`src/rtl/mem_arb_pkg.sv`:
```
// Shared widths and FSM state type for the two-requester memory arbiter.
package pack;

    localparam int ADDRESS_BITS  = 8;
    localparam int DATA_IN_BITS  = 8;
    localparam int DATA_OUT_BITS = DATA_IN_BITS + 1;

    typedef enum logic [1:0] {
        IDLE    = 2'd0,
        ACCESS  = 2'd1,
        WAIT_RD = 2'd2
    } state_t;

endpackage

```
`src/rtl/rr_arb2.sv`:
```
// Two-way round-robin pick: ptr=0 favours req0 on a tie, ptr=1 favours req1.
module rr_arb2 (
    input  logic       req0,
    input  logic       req1,
    input  logic       ptr,
    output logic [1:0] win
);

    assign win[0] = req0 & (~req1 | ~ptr);
    assign win[1] = req1 & (~req0 |  ptr);

endmodule

```
`src/rtl/mem_arb.sv`:
```
// Serialises single accesses from two requesters onto one memory port.
// Optional PARITY_CHECK_EN adds a parity check on read responses.
module mem_arb
    import pack::*;
#(
    parameter int MEM_RD_LAT = 1
) (
    input  logic                     clk,
    input  logic                     rst,
    input  logic                     req0,
    input  logic                     req1,
    input  logic                     we0,
    input  logic                     we1,
    input  logic [ADDRESS_BITS-1:0]  addr0,
    input  logic [ADDRESS_BITS-1:0]  addr1,
    input  logic [DATA_IN_BITS-1:0]  wdata0,
    input  logic [DATA_IN_BITS-1:0]  wdata1,
    output logic                     gnt0,
    output logic                     gnt1,
    output logic                     rvalid0,
    output logic                     rvalid1,
    output logic [DATA_IN_BITS-1:0]  rdata,
    output logic                     parity_err,
    output logic                     mem_write,
    output logic                     mem_read,
    output logic [ADDRESS_BITS-1:0]  mem_address,
    output logic [DATA_IN_BITS-1:0]  mem_data_in,
    input  logic [DATA_OUT_BITS-1:0] mem_data_out
);

    localparam logic [1:0] RD_LAST = 2'(MEM_RD_LAT - 1);

    state_t                    state, nxt;
    logic                      ptr;
    logic [1:0]                cnt;
    logic [1:0]                win;
    logic                      cmd_win;
    logic                      cmd_we;
    logic [ADDRESS_BITS-1:0]   cmd_addr;
    logic [DATA_IN_BITS-1:0]   cmd_wdata;
    logic                      rd_last;

    rr_arb2 u_arb (
        .req0 (req0),
        .req1 (req1),
        .ptr  (ptr),
        .win  (win)
    );

    always_ff @(posedge clk or posedge rst) begin
        if (rst) begin
            state   <= IDLE;
            ptr     <= 1'b0;
            cnt     <= 2'd0;
            cmd_win <= 1'b0;
        end else begin
            state <= nxt;
            cnt   <= (state == WAIT_RD) ? cnt + 2'd1 : 2'd0;
            // Pointer moves to the other requester only once its access is issued.
            if (state == ACCESS)
                ptr <= ~cmd_win;
            if (state == IDLE && win != 2'b00)
                cmd_win <= win[1];
        end
    end

    always_ff @(posedge clk) begin
        if (state == IDLE && win != 2'b00) begin
            cmd_we    <= win[1] ? we1    : we0;
            cmd_addr  <= win[1] ? addr1  : addr0;
            cmd_wdata <= win[1] ? wdata1 : wdata0;
        end
    end

    always_comb begin
        nxt         = state;
        gnt0        = 1'b0;
        gnt1        = 1'b0;
        rvalid0     = 1'b0;
        rvalid1     = 1'b0;
        rdata       = '0;
        mem_write   = 1'b0;
        mem_read    = 1'b0;
        mem_address = '0;
        mem_data_in = '0;
        rd_last     = 1'b0;
        case (state)
            IDLE: begin
                if (win != 2'b00)
                    nxt = ACCESS;
            end
            ACCESS: begin
                gnt0        = ~cmd_win;
                gnt1        = cmd_win;
                mem_address = cmd_addr;
                mem_data_in = cmd_wdata;
                mem_write   = cmd_we;
                mem_read    = ~cmd_we;
                nxt         = cmd_we ? IDLE : WAIT_RD;
            end
            WAIT_RD: begin
                if (cnt == RD_LAST) begin
                    rd_last = 1'b1;
                    rvalid0 = ~cmd_win;
                    rvalid1 = cmd_win;
                    rdata   = mem_data_out[DATA_IN_BITS-1:0];
                    nxt     = IDLE;
                end
            end
            default: nxt = IDLE;
        endcase
    end

`ifdef PARITY_CHECK_EN
    assign parity_err = rd_last & (^mem_data_out);
`else
    logic unused_parity;
    assign unused_parity = mem_data_out[DATA_IN_BITS] ^ rd_last;
    assign parity_err    = 1'b0;
`endif

endmodule

```
`config.mk`:
```
export PLATFORM = sky130hd
export DESIGN_NAME = mem_arb
export DESIGN_NICKNAME = d
export VERILOG_FILES = /design/src/rtl/mem_arb_pkg.sv /design/src/rtl/rr_arb2.sv /design/src/rtl/mem_arb.sv
export SDC_FILE = /design/constraint.sdc
export NUM_CORES = 1
export LEC_CHECK = 0
export CORE_UTILIZATION = 36
export CTS_CLUSTER_SIZE = 25
export DETAILED_ROUTE_END_ITERATION = 10
export PLACE_DENSITY = 0.79
export SLEW_MARGIN = 20
export SYNTH_ARGS = -nofsm -noshare
export SYNTH_HDL_FRONTEND = slang
export SYNTH_SLANG_ARGS = --single-unit
export TNS_END_PERCENT = 100
```
`constraint.sdc`:
```
create_clock -name clk -period 1.7 [get_ports clk]
set_input_delay 0.425 -clock clk [delete_from_list [all_inputs] [get_ports clk]]
set_output_delay 0.425 -clock clk [all_outputs]
set_load 0.02 [all_outputs]
```
# Word-level counts from Yosys, hierarchy flattened
# Index checks and enable logic that the tools add are counted.
[op_classes]
n_mux = 20
n_reduce_logical = 5
addsub = 1
bitwise = 9
eq_ne = 4
[ops]
columns = ["operator", "n"]
rows = [
  ["2-to-1 mux 8 bit", 6],
  ["2-to-1 mux 1 bit", 9],
  ["2-to-1 mux 2 bit", 4],
  ["one-hot mux 2 bit (3 select lines)", 1],
  ["NOT 1 bit", 5],
  ["logical NOT 2 bit", 2],
  ["inequality test 2 x 1 -> 1 bit (second input constant)", 2],
  ["adder 2 x 1 -> 2 bit (second input constant)", 1],
  ["bitwise AND 1 bit", 2],
  ["equality test 2 x 1 -> 1 bit (second input constant)", 1],
  ["equality test 2 bit (second input constant)", 1],
  ["bitwise OR 1 bit", 2],
  ["AND reduction 2 bit", 1],
  ["nonzero test 2 bit", 1],
  ["logical AND 1 bit", 1],
]
[totals]
inputBits = 47
elab_cells = 46
ff_bits = 23

# Longest topological paths before layout
# Gate-level depths: netlist of run 1.
[logic_depth]
word_depth = 6
mapped_depth = 5
ltp_nobuf = 4

# By module
# A second synthesis of run 1 with hierarchy kept.
[hier_totals]
hier_cells = 97
hier_area_um2 = 1237.4
[modules_own_cells]
columns = ["module", "n_inst", "area_each_um2", "cells_each"]
rows = [
  ["mem_arb", 1, 1218.7, 94],
  ["rr_arb2", 1, 18.8, 3],
]

# Least setup slack after synthesis of run 1
# OpenSTA, ideal clock, no wires.
[synth_timing]
kind = "reg-to-output"
startpoint = "register state[1]"
endpoint = "output mem_address[0]"
path_stages_with_launch = 4
slack_ns = 0.163
t_arrival_ns = 1.112
t_required_ns = 1.275
path_buffers = 1
cell_sequence = "dfrtp_1 > and2b_1 > clkbuf_1 > and2_1"
[synth_between]
elab_chain_len = 2
[synth_lines]
columns = ["element", "line", "text"]
rows = [
  ["start, declared", "mem_arb.sv:33", "state_t state, nxt;"],
  ["start signal, assigned", "mem_arb.sv:57", "state <= nxt;"],
  ["equality test 2 x 1 -> 1 bit", "mem_arb.sv:87", "case (state)"],
  ["2-to-1 mux 8 bit", "mem_arb.sv:87", ""],
  ["end, declared", "mem_arb.sv:26", "output logic [ADDRESS_BITS-1:0] mem_address,"],
]
# No other way between the ends.

# Final worst setup path of run 1
[layout_timing]
startpoint = "register state[0]"
endpoint = "output mem_write"
[layout_between]
elab_chain_len = 2
[layout_lines]
columns = ["element", "line", "text"]
rows = [
  ["equality test 2 x 1 -> 1 bit", "mem_arb.sv:87", ""],
  ["2-to-1 mux 1 bit", "mem_arb.sv:87", ""],
  ["end, declared", "mem_arb.sv:24", "output logic mem_write,"],
]
# No other way between the ends.

==> impl_metrics.env, run 1 <==
export IMPL_finalClockSkew_ns=0.00862
export IMPL_seq_area_frac_synth=0.531
export IMPL_period_minus_slack_ns=1.83
export IMPL_crit_path_start="state[0]"
export IMPL_yosys_register_bits=23
export IMPL_gp_congestion=0.769
export IMPL_area_growth_syn_to_layout_pct=82.6
export IMPL_maxCapViolations=0
export IMPL_cts_hold_buf=0
export IMPL_violations="setup timing"
export IMPL_syn_avg_cell_area_sq_um=12.8
export IMPL_io_pins=78
export IMPL_synth_top_family_by_area="multiplexers"
export IMPL_drtIter0Drc=25
export IMPL_syn_nets=145
export IMPL_rsz0062_at_grt="true"
export IMPL_start_util=0.394
export IMPL_wl_microns=3420
export IMPL_worstPathMaxFanout=5
export IMPL_synthAdderAreaFrac=0.0101
export IMPL_syn_inst=97
export IMPL_routedWlPerCell_microns=14.7
export IMPL_cts_buffers=3
export IMPL_synth_xor_area_frac=0
export IMPL_ys_warn_count=0
export IMPL_peakVddDrop_uv=663
export IMPL_dieHeight_microns=60.8
export IMPL_nets=237
export IMPL_antenna_found_initial=0
export IMPL_clock_path_buffers=2
export IMPL_fin_area_sq_um=2270
export IMPL_crit_path_cell_trace="and2b_2 > buf_6 > and2_4 > buf_6"
export IMPL_fin_tns_setup_ns=-2.60
export IMPL_rows=20
export IMPL_drv_slew=0
export IMPL_p_leak_nw=1.03
export IMPL_max_stage_delay_ns=0.42
export IMPL_critPathSlowestCell="dfrtp_1"
export IMPL_period_share=1.07
export IMPL_cp_start_kind="flip-flop"
export IMPL_yosys_area_share_simple=0.183
export IMPL_worstPathRequired_ns=1.27
export IMPL_worstReg2RegStart="state[1]"
export IMPL_clk_pin_slew_ns=0.13
export IMPL_grt_max_degree=18
export IMPL_dp_hpwl_microns=2570
export IMPL_regToRegSetupSlack_ns=0.15
export IMPL_cp_data_arrival_time_ns=1.40
export IMPL_multi_input_area_sq_um=613
export IMPL_drt_first_pass_iters=4
export IMPL_grt_pass1_vias=1081
export IMPL_dpl_cell_area_sq_um=2130
export IMPL_r2r_cells=5
export IMPL_crit_type="reg2out"
export IMPL_timing_final_ws_setup_ns=-0.126
export IMPL_via_count=1080
export IMPL_grt_pass1_wl_microns=5000
export IMPL_dieArea_sq_um=3690
export IMPL_gr_usage_all_layers=0.188
export IMPL_synth_area_sq_um=1240
export IMPL_yosysUniqueCellTypes=24
export IMPL_clockRootBuffer="clkbuf_4"
export IMPL_htree_num_levels=1
export IMPL_fillers=242
export IMPL_num_antenna_cells=0
export IMPL_cts_tree="done"
export IMPL_clock_latency_ns=0.31
export IMPL_cts_sinks=23
export IMPL_core_sq_um=3150
export IMPL_overflow=0
export IMPL_antenna_left=0
export IMPL_worstSetupPathDepth=4
export IMPL_status="finished, violations left"
export IMPL_synth_area_mux_share=0.184
export IMPL_synthTopCellsByArea="edfxtp_1 41%, dfrtp_1 12%, mux2_4 12%"
export IMPL_crit_top_cell="buf_6"
export IMPL_total_power_mw=3.38
export IMPL_yosys_area_top_type="edfxtp_1"
export IMPL_synth_compound_area_share=0.0453
export IMPL_end_kind="output port"
export IMPL_fmax_mhz=548
export IMPL_timing_final_hold_violations=0
export IMPL_drc=0
export IMPL_fp_dieW_microns=60.8
export IMPL_powerDensity_nw_per_um2=1490
export IMPL_drive_gt1_frac=0.495
export IMPL_cp_top_family="flip-flops"
export IMPL_setup_viol=28
export IMPL_viasPerCell=4.66
export IMPL_yosys_area_top_type_share=0.410
export IMPL_cp_num_buf_inv=2
export IMPL_final_seq_area_sq_um=661
export IMPL_io_buffers=75
export IMPL_hp_class="in2async"
## state kept, by name, indices dropped and copies added (netlist names)
signal and count:
cmd_addr 8, cmd_wdata 8, cmd_we 1, cmd_win 1, cnt 2, ptr 1
state 2
## area by class of cell
class,count,share of cell area
well taps,44,0.0242
flip-flops and latches,23,0.291
repair buffers,92,0.397
multi-input cells,65,0.270
clock buffers,4,0.0116
inverters,4,0.00661
## power by group
part	switching [mW]	total (mW)	internal, mW
Clock	0.162	0.253	0.0914
Sequential	0.114	0.974	0.860
Combinational	0.953	2.16	1.20
## routing by layer
layer,up-vias,share of wire,GRT usage
li1,519,-,-
met1,518,0.36,0.220
met2,39,0.58,0.355
met3,4,0.048,0.0320
met4,0,0.0096,0.0487
met5,-,0,0
## cells by family (layout without fill, tap and decap cells)
family | Yosys count | in the layout
flops | 23 | 23
fa+ha+maj | 1 | 1
mux | 17 | 17
simple gates | 39 | 39
other cells | 1 | 1
compound gates | 7 | 7
buf+inv | 9 | 100
## Yosys cell counts
| library cell | count |
|---|---|
| a21o_1 | 1 |
| a21oi_1 | 1 |
| a31oi_1 | 1 |
| and2_1 | 19 |
| and2b_1 | 1 |
| and3_1 | 9 |
| buf_12 | 1 |
| buf_4 | 1 |
| clkbuf_1 | 3 |
| conb_1 | 1 |
| dfrtp_1 | 6 |
| edfxtp_1 | 17 |
| ha_1 | 1 |
| inv_1 | 3 |
| inv_2 | 1 |
| mux2_2 | 7 |
| mux2_4 | 10 |
| nand2_1 | 2 |
| nand2b_1 | 2 |
| nor2_1 | 5 |
| nor2b_1 | 1 |
| o21a_1 | 2 |
| o21ai_4 | 1 |
| o22ai_1 | 1 |
## worst reg2reg max path: stages, from the launching register on
cell and delay [ns]:
dfrtp_1 0.41, buf_4 0.14, buf_4 0.12, nor2_1 0.21
o21a_1 0.23, buf_4 0.16
## metrics by stage
| stage | instances | worst slack, ns | hold slack, ns | util |
|---|---|---|---|---|
| after floorplan | 97 | 0.163 | 0.216 | - |
| after global routing | 232 | -0.174 | 0.340 | 0.720 |
| final | 232 | -0.126 | 0.316 | 0.720 |
| after global placement | 224 | -0.341 | 0.497 | 0.677 |
| after detailed placement | 224 | -0.361 | 0.515 | 0.677 |
| after CTS | 228 | -0.111 | 0.322 | 0.656 |
## cells in the final DEF (no fill, tap or decap), drive strengths merged
cell           count
buf               47
clkdlybuf4s50     45
and2              19
edfxtp            17
mux2              17
and3               9
dfrtp              6
nor2               5
inv                4
clkbuf             4
o21a               2
nand2              2
nand2b             2
a21oi              1
a31oi              1
a21o               1
o22ai              1
and2b              1
o21ai              1
nor2b              1
ha                 1
conb               1
## repair_timing
action                                  CTS  global route
endpoints found under the hold margin     0             0
endpoints found under the setup margin   30            30
pin swaps                                 0            18
cloned                                    0             3
resized for setup                       141            55
buffers inserted                          0             1
## worst paths after layout
path / to
setup / recovery: mem_write
hold / removal: state[0]
setup reg to reg: cmd_addr[3]
hold reg to reg: cnt[0]
max in group asynchronous: cmd_win
min in group clk: cnt[0]
(Power assumes the default switching activity.)
==> run 2: changes to the inputs <==
- HOLD_SLACK_MARGIN: not set -> 0.02
==> results of run 2 <==
No change in the layout: final DEF, timing and power equal those of run 1.
==> run 3: changes to the inputs <==
- CORE_UTILIZATION: 36 -> 50
- DONT_BUFFER_PORTS: not set -> 1
- PLACE_DENSITY: 0.79 -> not set
- clock period: 1.7 -> 2.2 ns (I/O delays scaled with it)
==> run 3 against run 2 <==
The flow now finishes without violations; combinational power shrank 65%; worst setup slack improved by 0.31 ns; sequential cell count unchanged; cell count down 46%; core utilization is 16 points lower; sequential share of layout area grew 22 points; global-route usage fell by 3.3 points; clock-buffer cell count is 1 lower; sequential power shrank 25%.
==> impl_metrics.env, run 3 (synthesis gave the netlist of run 1 again) <==
export IMPL_status="finished clean"
export IMPL_clk_pin_slew_ns=0.12
export IMPL_dieHeight_microns=51.9
export IMPL_setup_viol=0
export IMPL_antenna_left=0
export IMPL_core_sq_um=2280
export IMPL_drive_gt1_frac=0.276
export IMPL_start_util=0.546
export IMPL_switching_share=0.426
export IMPL_drv_slew=0
export IMPL_seq_power_share=0.435
export IMPL_hp_class="in2async"
export IMPL_wl_microns=2050
export IMPL_cp_num_buf_inv=0
export IMPL_reg_top3="cmd_addr: 8 flops, cmd_wdata: 8 flops"
export IMPL_crit_path_cell_trace="nor2b_2 > nand2_1 > nor2_1"
export IMPL_p_int_mw=0.970
export IMPL_grt_use_met2=0.259
export IMPL_worstPathRequired_ns=1.65
export IMPL_fin_util=0.565
export IMPL_total_power_mw=1.69
export IMPL_finalClockSkew_ns=0.000886
export IMPL_dp_hpwl_microns=1550
export IMPL_worstPathMaxFanout=11
export IMPL_clock_path_buffers=2
export IMPL_viasPerCell=5.68
export IMPL_area_growth_syn_to_layout_pct=3.42
export IMPL_drtIter0Drc=3
export IMPL_mostFrequentLayoutCells="19 x and2_1, 17 x edfxtp_1, 10 x mux2_4"
export IMPL_cp_data_arrival_time_ns=1.47
export IMPL_peakVddDrop_uv=799
export IMPL_grt_busiest_layer="met2"
export IMPL_rows=17
export IMPL_crit_type="reg2out"
export IMPL_cts_buffers=3
export IMPL_grt_pass1_vias=647
export IMPL_place_ws_ns=0.411
export IMPL_gr_usage_all_layers=0.155
export IMPL_rsz0062_at_grt="false"
export IMPL_powerDensity_nw_per_um2=1310
export IMPL_timing_final_ws_setup_ns=0.183
export IMPL_clockRootBuffer="clkbuf_4"
export IMPL_grt_max_degree=19
export IMPL_via_count=716
export IMPL_routedWlPerCell_microns=16.2
export IMPL_clock_latency_ns=0.30
export IMPL_cp_top_family="simple AND/OR/NAND/NOR gates"
export IMPL_gp_congestion=0.667
export IMPL_htree_num_levels=1
export IMPL_cts_setup_buffers=0
export IMPL_p_leak_nw=0.555
export IMPL_overflow=0
export IMPL_maxCapViolations=0
export IMPL_period_minus_slack_ns=2.02
export IMPL_p_clk_frac=0.114
export IMPL_cp_start_kind="flip-flop"
export IMPL_end_kind="output port"
export IMPL_fmax_mhz=496
export IMPL_cts_tree="done"
export IMPL_grtUsageMet1=0.183
export IMPL_drt_first_pass_iters=4
export IMPL_whs_ns=0.0221
export IMPL_timing_final_hold_violations=0
export IMPL_nets=147
export IMPL_fp_dieW_microns=51.9
export IMPL_p_sw_mw=0.720
export IMPL_num_antenna_cells=0
export IMPL_cts_sinks=23
export IMPL_period_share=0.917
export IMPL_critPathSlowestCell="dfrtp_1"
export IMPL_grtUsageMet3=0.0380
export IMPL_antenna_found_initial=0
export IMPL_combPwrFrac=0.451
export IMPL_dieArea_sq_um=2690
export IMPL_max_stage_delay_ns=0.42
export IMPL_fin_tns_setup_ns=0
export IMPL_fillers=196
export IMPL_io_buffers=0
export IMPL_layout_commonest_cell="and2_1"
export IMPL_io_pins=78
export IMPL_grt_pass1_wl_microns=2880
export IMPL_drc=0
-- run 3: area by class of cell --
| class | instances | area, sq um | share of cell area |
|---|---|---|---|
| Clock buffer | 3 | 22.5 | 0.0175 |
| Clock inverter | 1 | 5.00 | 0.00389 |
| Inverter | 4 | 15.0 | 0.0117 |
| Multi-Input combinational cell | 65 | 533 | 0.414 |
| Sequential cell | 23 | 661 | 0.514 |
| Tap cell | 28 | 35.0 | 0.0272 |
| Timing Repair Buffer | 2 | 15.0 | 0.0117 |
-- run 3: path summary, 6_finish.rpt --
check,startpoint,endpoint,slack (ns),cells past startpoint
worst max-delay path,state[1],rvalid0,0.18,3
min in group clk,req0,cmd_win,0.32,1
worst min register to register,cnt[0],cnt[0],0.43,1
worst max register to register,ptr,cmd_addr[7],0.71,3
worst min-delay path,rst,cnt[1],0.02,1
max in group asynchronous,rst,state[1],1.99,1
-- run 3: per-layer routing --
layer / routed length (microns) / share of wire
met5: 0 / 0
met4: 16 / 0.0078
met3: 224 / 0.11
met2: 1030 / 0.50
met1: 778 / 0.38
-- run 3: through the flow --
stage	area (sq um)	std cells
3_3_place_gp	1250	122
2_1_floorplan	1240	97
3_5_place_dp	1250	122
4_1_cts	1280	126
6_report	1290	126
5_1_grt	1290	126
-- run 3: what timing repair did --
item,4_1_cts,5_1_grt
endpoints found under the setup margin,0,28
hold buffers,0,0
endpoints found under the hold margin,0,0
gates resized for setup,0,2
-- run 3: power by group through the flow --
stage	registers (mW)	logic (mW)	clock network, mW
floorplan	0.723	0.681	0
global placement	0.735	0.753	0
detailed placement	0.744	0.772	0
CTS	0.735	0.772	0.196
global route	0.749	0.837	0.219
finish	0.735	0.762	0.193
